## config.mk

```make
export PLATFORM = sky130hd
export DESIGN_NAME = smi_responder
export DESIGN_NICKNAME = d
export VERILOG_FILES = /design/src/rtl/smi_pkg.sv /design/src/rtl/smi_sync_edge.sv /design/src/rtl/smi_responder.sv
export SDC_FILE = /design/constraint.sdc
export NUM_CORES = 1
export LEC_CHECK = 0
export BUFFER_PORTS_ARGS = -buffer_cell sky130_fd_sc_hd__buf_4
export CAP_MARGIN = 20
export CORE_ASPECT_RATIO = 0.7
export CORE_MARGIN = 1
export CORE_UTILIZATION = 51
export DETAILED_ROUTE_END_ITERATION = 12
export PLACE_DENSITY = 0.72
export SETUP_SLACK_MARGIN = 0.15
export SKIP_LAST_GASP = 1
export SLEW_MARGIN = 30
export SYNTH_ARGS = -nofsm -noshare
export SYNTH_HDL_FRONTEND = slang
export SYNTH_SLANG_ARGS = --single-unit
```

## constraint.sdc

```tcl
create_clock -name clk_i -period 2.5 [get_ports clk_i]
set_input_delay 0.25 -clock clk_i [delete_from_list [all_inputs] [get_ports clk_i]]
set_output_delay 0.25 -clock clk_i [all_outputs]
set_load 0.05 [all_outputs]
```

## src/rtl/smi_pkg.sv

```systemverilog
// Shared definitions for the Clause-22 SMI (MDIO) responder: FSM state
// encoding, opcode constants and frame field widths.
package smi_pkg;

  typedef enum logic [3:0] {
    S_PRE,
    S_ST,
    S_OP,
    S_PHYAD,
    S_REGAD,
    S_TA,
    S_WDATA,
    S_RDATA,
    S_SKIP
  } smi_state_e;

  localparam logic [1:0] OP_READ  = 2'b10;
  localparam logic [1:0] OP_WRITE = 2'b01;

  localparam int PHY_W     = 5;
  localparam int REG_W     = 5;
  localparam int DATA_W    = 16;
  localparam int TA_BITS   = 2;
  localparam int SKIP_BITS = TA_BITS + DATA_W;
  localparam int BCNT_W    = 5;

endpackage

```

## src/rtl/smi_sync_edge.sv

```systemverilog
// Two-flop synchroniser for an asynchronous pad signal with rising/falling
// edge detection on the synchronised value. All flops reset to 1, the
// idle level of both MDC-high-default and MDIO pull-up.
module smi_sync_edge (
  input  logic clk_i,
  input  logic rstn_i,
  input  logic d_i,
  output logic q_o,
  output logic rise_o,
  output logic fall_o
);

  logic s1_q;
  logic s2_q;
  logic prev_q;

  // Synchroniser chain plus one history flop for edge detection
  always_ff @(posedge clk_i or negedge rstn_i) begin
    if (!rstn_i) begin
      s1_q   <= 1'b1;
      s2_q   <= 1'b1;
      prev_q <= 1'b1;
    end else begin
      s1_q   <= d_i;
      s2_q   <= s1_q;
      prev_q <= s2_q;
    end
  end

  assign q_o    = s2_q;
  assign rise_o = s2_q & ~prev_q;
  assign fall_o = ~s2_q & prev_q;

endmodule

```

## src/rtl/smi_responder.sv

```systemverilog
// Clause-22 SMI responder (MDIO slave). Oversamples MDC/MDIO with clk_i,
// samples MDIO on MDC rising edges and updates the pad drive on MDC
// falling edges. Register accesses are exposed as single-cycle strobes.
// Optional build macro SMI_RESP_PRE_SUPPRESS_EN: accept ST after any
// single preamble one (preamble suppression) instead of PREAMBLE_LEN ones.
module smi_responder
  import smi_pkg::*;
#(
  parameter int PREAMBLE_LEN = 32
) (
  input  logic              clk_i,
  input  logic              rstn_i,
  input  logic              mdc_i,
  input  logic              mdio_i,
  output logic              mdio_o,
  output logic              mdio_oe_o,
  input  logic [PHY_W-1:0]  phy_addr_i,
  output logic [REG_W-1:0]  reg_addr_o,
  output logic [DATA_W-1:0] reg_wdata_o,
  output logic              reg_we_o,
  output logic              reg_re_o,
  input  logic [DATA_W-1:0] reg_rdata_i,
  output logic              busy_o,
  output logic              frame_err_o
);

  localparam int CNT_W = $clog2(PREAMBLE_LEN + 1);

`ifdef SMI_RESP_PRE_SUPPRESS_EN
  localparam logic [CNT_W-1:0] PRE_REQ = CNT_W'(1);
`else
  localparam logic [CNT_W-1:0] PRE_REQ = CNT_W'(PREAMBLE_LEN);
`endif

  logic mdc_lvl, mdc_rise, mdc_fall;
  logic mdio_lvl, mdio_rise, mdio_fall;

  smi_sync_edge u_sync_mdc (
    .clk_i  (clk_i),
    .rstn_i (rstn_i),
    .d_i    (mdc_i),
    .q_o    (mdc_lvl),
    .rise_o (mdc_rise),
    .fall_o (mdc_fall)
  );

  smi_sync_edge u_sync_mdio (
    .clk_i  (clk_i),
    .rstn_i (rstn_i),
    .d_i    (mdio_i),
    .q_o    (mdio_lvl),
    .rise_o (mdio_rise),
    .fall_o (mdio_fall)
  );

  // Only the MDC edges and the MDIO level are needed by the frame logic
  logic unused_sync;
  assign unused_sync = &{1'b0, mdc_lvl, mdio_rise, mdio_fall};

  smi_state_e        state_q, state_d;
  logic [CNT_W-1:0]  pre_cnt_q, pre_cnt_d;
  logic [BCNT_W-1:0] bit_cnt_q, bit_cnt_d;
  logic [DATA_W-1:0] sh_q, sh_d;
  logic [DATA_W-1:0] rd_sh_q, rd_sh_d;
  logic              is_read_q, is_read_d;
  logic              match_q, match_d;
  logic              mdio_q, mdio_d;
  logic              oe_q, oe_d;
  logic [REG_W-1:0]  reg_addr_q, reg_addr_d;
  logic [DATA_W-1:0] reg_wdata_q, reg_wdata_d;
  logic              we_q, we_d;
  logic              re_q, re_d;
  logic              load_q, load_d;
  logic              err_q, err_d;
  logic              busy_q, busy_d;

  logic              bit_in;
  logic [DATA_W-1:0] sh_in;
  logic [1:0]        opcode;

  // Next-state, shift and output decode for the Clause-22 frame
  always_comb begin
    state_d     = state_q;
    pre_cnt_d   = pre_cnt_q;
    bit_cnt_d   = bit_cnt_q;
    sh_d        = sh_q;
    rd_sh_d     = rd_sh_q;
    is_read_d   = is_read_q;
    match_d     = match_q;
    mdio_d      = mdio_q;
    oe_d        = oe_q;
    reg_addr_d  = reg_addr_q;
    reg_wdata_d = reg_wdata_q;
    we_d        = 1'b0;
    re_d        = 1'b0;
    err_d       = 1'b0;
    load_d      = re_q;
    bit_in      = mdio_lvl;
    sh_in       = {sh_q[DATA_W-2:0], mdio_lvl};
    opcode      = {sh_q[0], mdio_lvl};

    // Host read data is valid the cycle after the read strobe
    if (load_q) rd_sh_d = reg_rdata_i;

    case (state_q)
      S_PRE: begin
        if (mdc_rise) begin
          if (bit_in) begin
            if (pre_cnt_q < PRE_REQ) pre_cnt_d = pre_cnt_q + 1'b1;
          end else begin
            pre_cnt_d = '0;
            if (pre_cnt_q >= PRE_REQ) state_d = S_ST;
          end
        end
      end
      S_ST: begin
        if (mdc_rise) begin
          bit_cnt_d = '0;
          if (bit_in) begin
            state_d = S_OP;
          end else begin
            err_d     = 1'b1;
            pre_cnt_d = '0;
            state_d   = S_PRE;
          end
        end
      end
      S_OP: begin
        if (mdc_rise) begin
          sh_d = sh_in;
          if (bit_cnt_q == BCNT_W'(1)) begin
            bit_cnt_d = '0;
            if (opcode == OP_READ) begin
              is_read_d = 1'b1;
              state_d   = S_PHYAD;
            end else if (opcode == OP_WRITE) begin
              is_read_d = 1'b0;
              state_d   = S_PHYAD;
            end else begin
              err_d     = 1'b1;
              pre_cnt_d = '0;
              state_d   = S_PRE;
            end
          end else begin
            bit_cnt_d = bit_cnt_q + 1'b1;
          end
        end
      end
      S_PHYAD: begin
        if (mdc_rise) begin
          sh_d = sh_in;
          if (bit_cnt_q == BCNT_W'(PHY_W - 1)) begin
            bit_cnt_d = '0;
            match_d   = (sh_in[PHY_W-1:0] == phy_addr_i);
            state_d   = S_REGAD;
          end else begin
            bit_cnt_d = bit_cnt_q + 1'b1;
          end
        end
      end
      S_REGAD: begin
        if (mdc_rise) begin
          sh_d = sh_in;
          if (bit_cnt_q == BCNT_W'(REG_W - 1)) begin
            bit_cnt_d  = '0;
            reg_addr_d = sh_in[REG_W-1:0];
            if (match_q) begin
              re_d    = is_read_q;
              state_d = S_TA;
            end else begin
              state_d = S_SKIP;
            end
          end else begin
            bit_cnt_d = bit_cnt_q + 1'b1;
          end
        end
      end
      S_TA: begin
        if (mdc_rise) begin
          if (bit_cnt_q == BCNT_W'(TA_BITS - 1)) begin
            bit_cnt_d = '0;
            state_d   = is_read_q ? S_RDATA : S_WDATA;
          end else begin
            bit_cnt_d = bit_cnt_q + 1'b1;
          end
        end else if (mdc_fall && is_read_q && (bit_cnt_q == BCNT_W'(1))) begin
          // Master has released the line for the first TA bit; drive the 0
          oe_d   = 1'b1;
          mdio_d = 1'b0;
        end
      end
      S_WDATA: begin
        if (mdc_rise) begin
          sh_d = sh_in;
          if (bit_cnt_q == BCNT_W'(DATA_W - 1)) begin
            bit_cnt_d   = '0;
            reg_wdata_d = sh_in;
            we_d        = 1'b1;
            pre_cnt_d   = '0;
            state_d     = S_PRE;
          end else begin
            bit_cnt_d = bit_cnt_q + 1'b1;
          end
        end
      end
      S_RDATA: begin
        if (mdc_fall) begin
          if (bit_cnt_q == BCNT_W'(DATA_W)) begin
            // D0 has been sampled by the master: release the line
            oe_d      = 1'b0;
            mdio_d    = 1'b1;
            bit_cnt_d = '0;
            pre_cnt_d = '0;
            state_d   = S_PRE;
          end else begin
            mdio_d    = rd_sh_q[DATA_W-1];
            rd_sh_d   = {rd_sh_q[DATA_W-2:0], 1'b0};
            bit_cnt_d = bit_cnt_q + 1'b1;
          end
        end
      end
      S_SKIP: begin
        if (mdc_rise) begin
          if (bit_cnt_q == BCNT_W'(SKIP_BITS - 1)) begin
            bit_cnt_d = '0;
            pre_cnt_d = '0;
            state_d   = S_PRE;
          end else begin
            bit_cnt_d = bit_cnt_q + 1'b1;
          end
        end
      end
      default: begin
        pre_cnt_d = '0;
        bit_cnt_d = '0;
        state_d   = S_PRE;
      end
    endcase

    busy_d = (state_d != S_PRE);
  end

  // Control and output registers
  always_ff @(posedge clk_i or negedge rstn_i) begin
    if (!rstn_i) begin
      state_q     <= S_PRE;
      pre_cnt_q   <= '0;
      bit_cnt_q   <= '0;
      is_read_q   <= 1'b0;
      match_q     <= 1'b0;
      mdio_q      <= 1'b1;
      oe_q        <= 1'b0;
      reg_addr_q  <= '0;
      reg_wdata_q <= '0;
      we_q        <= 1'b0;
      re_q        <= 1'b0;
      load_q      <= 1'b0;
      err_q       <= 1'b0;
      busy_q      <= 1'b0;
    end else begin
      state_q     <= state_d;
      pre_cnt_q   <= pre_cnt_d;
      bit_cnt_q   <= bit_cnt_d;
      is_read_q   <= is_read_d;
      match_q     <= match_d;
      mdio_q      <= mdio_d;
      oe_q        <= oe_d;
      reg_addr_q  <= reg_addr_d;
      reg_wdata_q <= reg_wdata_d;
      we_q        <= we_d;
      re_q        <= re_d;
      load_q      <= load_d;
      err_q       <= err_d;
      busy_q      <= busy_d;
    end
  end

  // Frame shift registers (pure datapath, no reset needed)
  always_ff @(posedge clk_i) begin
    sh_q    <= sh_d;
    rd_sh_q <= rd_sh_d;
  end

  assign mdio_o      = mdio_q;
  assign mdio_oe_o   = oe_q;
  assign reg_addr_o  = reg_addr_q;
  assign reg_wdata_o = reg_wdata_q;
  assign reg_we_o    = we_q;
  assign reg_re_o    = re_q;
  assign busy_o      = busy_q;
  assign frame_err_o = err_q;

endmodule

```

==> run summary <==
Outcome: finished clean
WL final: 7.73 mm
Cell count after synthesis: 326
Synthesized net count: 359
Mapped Area: 0.00369 sq mm
Total grt overflow: 0
Worst r2r src: bit_cnt_q[1]
Register area share after synthesis: 55.0%
Endpoints failing setup: 0
# IOs: 52
FP Rows: 25
Power share of the clock group: 38.9%
Crit path required time: 2730 ps
Slew headroom: 46.4%
Asr flop ratio synth: 61.7%
Seq pwr share: 57.1%
Routability Congestion: 0.872
Root buf cell: clkbuf_8
Setup crit end kind: flop
Final Hold Viols: 0
Die Footprint: 0.00759 sq mm
Global-route wire length before repair: 12.6 mm
Post-Synth Simple-Gate Area: 14.5%
Crit-path max FO: 4
Largest family of logic cells by synthesized area: simple AND/OR/NAND/NOR gates
Clock Latency Late Sink: 360 ps
CTS clk-pin slew, worst paths: 90 ps
Critical R2R Capture: busy_o
Unrepaired setup endpoints after global routing: true
Worst hold path class: input port to flop
Number of synthesized flops with an enable pin: 15
Switching share of power: 24.9%
CTS tree: yes
DRC violations left: 0
Layout cells sized above 1: 31.0%
Vias in the first global route: 2512
Worst r2r path cells: 6
Predominant post-synthesis flop cell: dfrtp_1
Final hold slack: 161 ps
Max Slew Vio Count: 0
Die X: 104 um
CP startpoint kind: flop
DIE HEIGHT: 73.2 um
Via-to-Cell Ratio: 5.64
Initial antenna violation count: 0
Pleak: 1.92 nW
Area grow syn2layout: 22.1%
Final antenna-violating net count: 0
Initial DRC Count: 199
Ys Warns: 0
NetSw: 594 uW
Fin Clk Skew: 7.46 ps
CTS buffer count: 9
Clock Path Buffers: 2
Worst vdd ir: 0.400 mV
Largest net degree at the start of global routing: 51
Synth unique cells: 56
Post-Synth Adder-Cell Area: 2.71%
Worst-Margin Slew: 803 ps
H-tree Lvls: 3
Nets: 421
Hold_sp: reg_rdata_i[0]
All-Layer GR Usage: 21.6%
Routed length per placed instance: 15.9 um
Placeable Area: 0.00688 sq mm
Complex-gate fraction of the synthesized area: 11.6%
Crit path kind: flop to flop
Total chip power: 2.38 mW
Internal power: 1.79 mW
Maximum capacitance violations: 0
Register bit total from synthesis: 81
Clock sink count: 81
Setup TNS: 0 ps
Max Fclk: 426 MHz
Vias: 2747
Mean area per synthesized cell: 11.3 sq um
Iteration count of the initial detailed-routing pass: 4
Hold Path End: rd_sh_q[0]
# diodes: 0
Initial Utilization: 53.6%
Flop-to-flop setup slack: 150 ps
Post-synthesis mux area share: 11.5%
Period utilization: 94.0%
WP data arrival: 2580 ps
Power share of the combinational group: 4.0%
Hold Path Depth: 3
IO buf count: 51
Power per cell area: 529 mW/mm^2
Fin crit period: 2350 ps
HPWL after DPL: 5.30 mm
Post-Synth XOR/XNOR Area: 1.19%
## through the flow
step                util, %  cells  instance area, sq um  worst slack, ps
floorplan                 -    326                  3690              245
global placement       61.1    464                  4200              161
CTS                    64.8    486                  4460              151
global route           65.5    487                  4510             71.9
finish                 65.5    487                  4510              150
detailed placement     61.1    464                  4200             77.1
## cells in the mapped netlist (2+ instances only)
cell type / number / area share (%)
nand2_1: 29 / 2.9
nor3b_1: 3 / 0.61
o21ai_0: 33 / 4.5
clkbuf_1: 11 / 1.1
dfstp_2: 6 / 4.3
nand2b_1: 5 / 0.85
nand4bb_1: 2 / 0.61
xor2_1: 3 / 0.71
nand3b_1: 2 / 0.41
a31oi_1: 2 / 0.34
a22oi_1: 2 / 0.41
o21bai_1: 2 / 0.41
nor4b_1: 4 / 0.95
dfxtp_1: 16 / 8.7
nand3_1: 11 / 1.5
or4_1: 2 / 0.41
dfrtp_1: 44 / 30
ha_1: 8 / 2.7
buf_1: 2 / 0.20
mux2i_1: 21 / 5.7
xnor2_1: 2 / 0.47
mux2_2: 19 / 5.8
o211ai_1: 3 / 0.61
nor4_1: 5 / 0.85
a21boi_0: 2 / 0.41
nor4bb_1: 2 / 0.54
and3_1: 3 / 0.51
inv_1: 15 / 1.5
edfxtp_1: 15 / 12
nor2_1: 10 / 1.0
o31ai_1: 6 / 1.2
nor3_1: 3 / 0.41
nor2b_1: 4 / 0.68
o41ai_1: 3 / 0.71
a21oi_1: 3 / 0.41
buf_2: 3 / 0.41
## cell families (layout without fill, tap and decap cells)
| group | Yosys count | in the layout |
|---|---|---|
| AOI/OAI and AO/OA | 67 | 67 |
| xor gates and xnor gates | 5 | 5 |
| adders and majority gates | 8 | 8 |
| buffers and inverters | 32 | 99 |
| DFF | 81 | 81 |
| muxes | 40 | 40 |
| and+or+nand+nor | 93 | 93 |
## critical path, cell delays in order, from the launching register on
cell	delay, ps
dfrtp_1	390
inv_2	70
ha_2	180
or4b_4	500
o31a_1	260
a2111o_1	360
or4_1	470
## final cells by class
class / count / area (sq um)
repair buffers: 68 / 531
flip-flops and latches: 81 / 2030
fillers: 575 / 2370
clock inverters: 7 / 71.3
inverters: 15 / 56.3
multi-input cells: 213 / 1580
clock buffers: 9 / 124
well taps: 94 / 118
## power by group through the flow
stage                     clock network (mW)  registers [mW]  logic (mW)
after floorplan                            0            1.38      0.0351
after CTS                              0.954            1.36      0.0963
after global placement                     0            1.39      0.0896
final                                  0.927            1.36      0.0957
after detailed placement                   0            1.39      0.0912
after global routing                    1.00            1.36       0.107
## worst max path at each step
stage / from / to / slack (ps) / cells after the start
after detailed placement: bit_cnt_q[1] / pre_cnt_q[4] / 80 / 7
after CTS: bit_cnt_q[1] / busy_o / 150 / 6
after global placement: bit_cnt_q[1] / busy_o / 160 / 6
final: bit_cnt_q[1] / busy_o / 150 / 6
after global routing: bit_cnt_q[1] / busy_o / 70 / 6
after floorplan: bit_cnt_q[1] / busy_o / 250 / 6
## registers in the layout, summed over array words and instances, names as in the netlist, 4 cells and up
name	cells
bit_cnt_q	5
pre_cnt_q	6
rd_sh_q	16
reg_addr_o	5
reg_wdata_o	16
sh_q	15
state_q	4
## layer usage
metal	routed length, um	global-route usage (%)	part of all wire (%)
met4	111	6.67	1.4
met2	3430	32.7	44
met3	580	6.43	7.5
met5	0	0	0
met1	3620	30.3	47
## what timing repair did
action,4_1_cts,5_1_grt
hold endpoints to repair,46,0
hold buffers,3,0
gates resized for setup,2,9
setup endpoints to repair,3,25
buffers inserted,3,1
pin swaps,1,1
## cells in the final DEF, fill, tap and decap left out, drive strengths merged, types with 3 or more instances in the layout
cell and n:
xor2 3, o21ai 34, a21oi 3, mux2i 21, o211ai 3, nor3 3
nor2 10, nor2b 4, and3 3, nor3b 3, nand2b 5, inv 20
clkbuf 9, dfrtp 44, ha 8, edfxtp 15, dfxtp 16, o31ai 7
dfstp 6, nand2 29, nand3 11, nor4b 4, nor4 5, buf 65
dlygate4sd3 3, mux2 19, o41ai 3
Note: power is estimated with default switching activity, not from simulation.
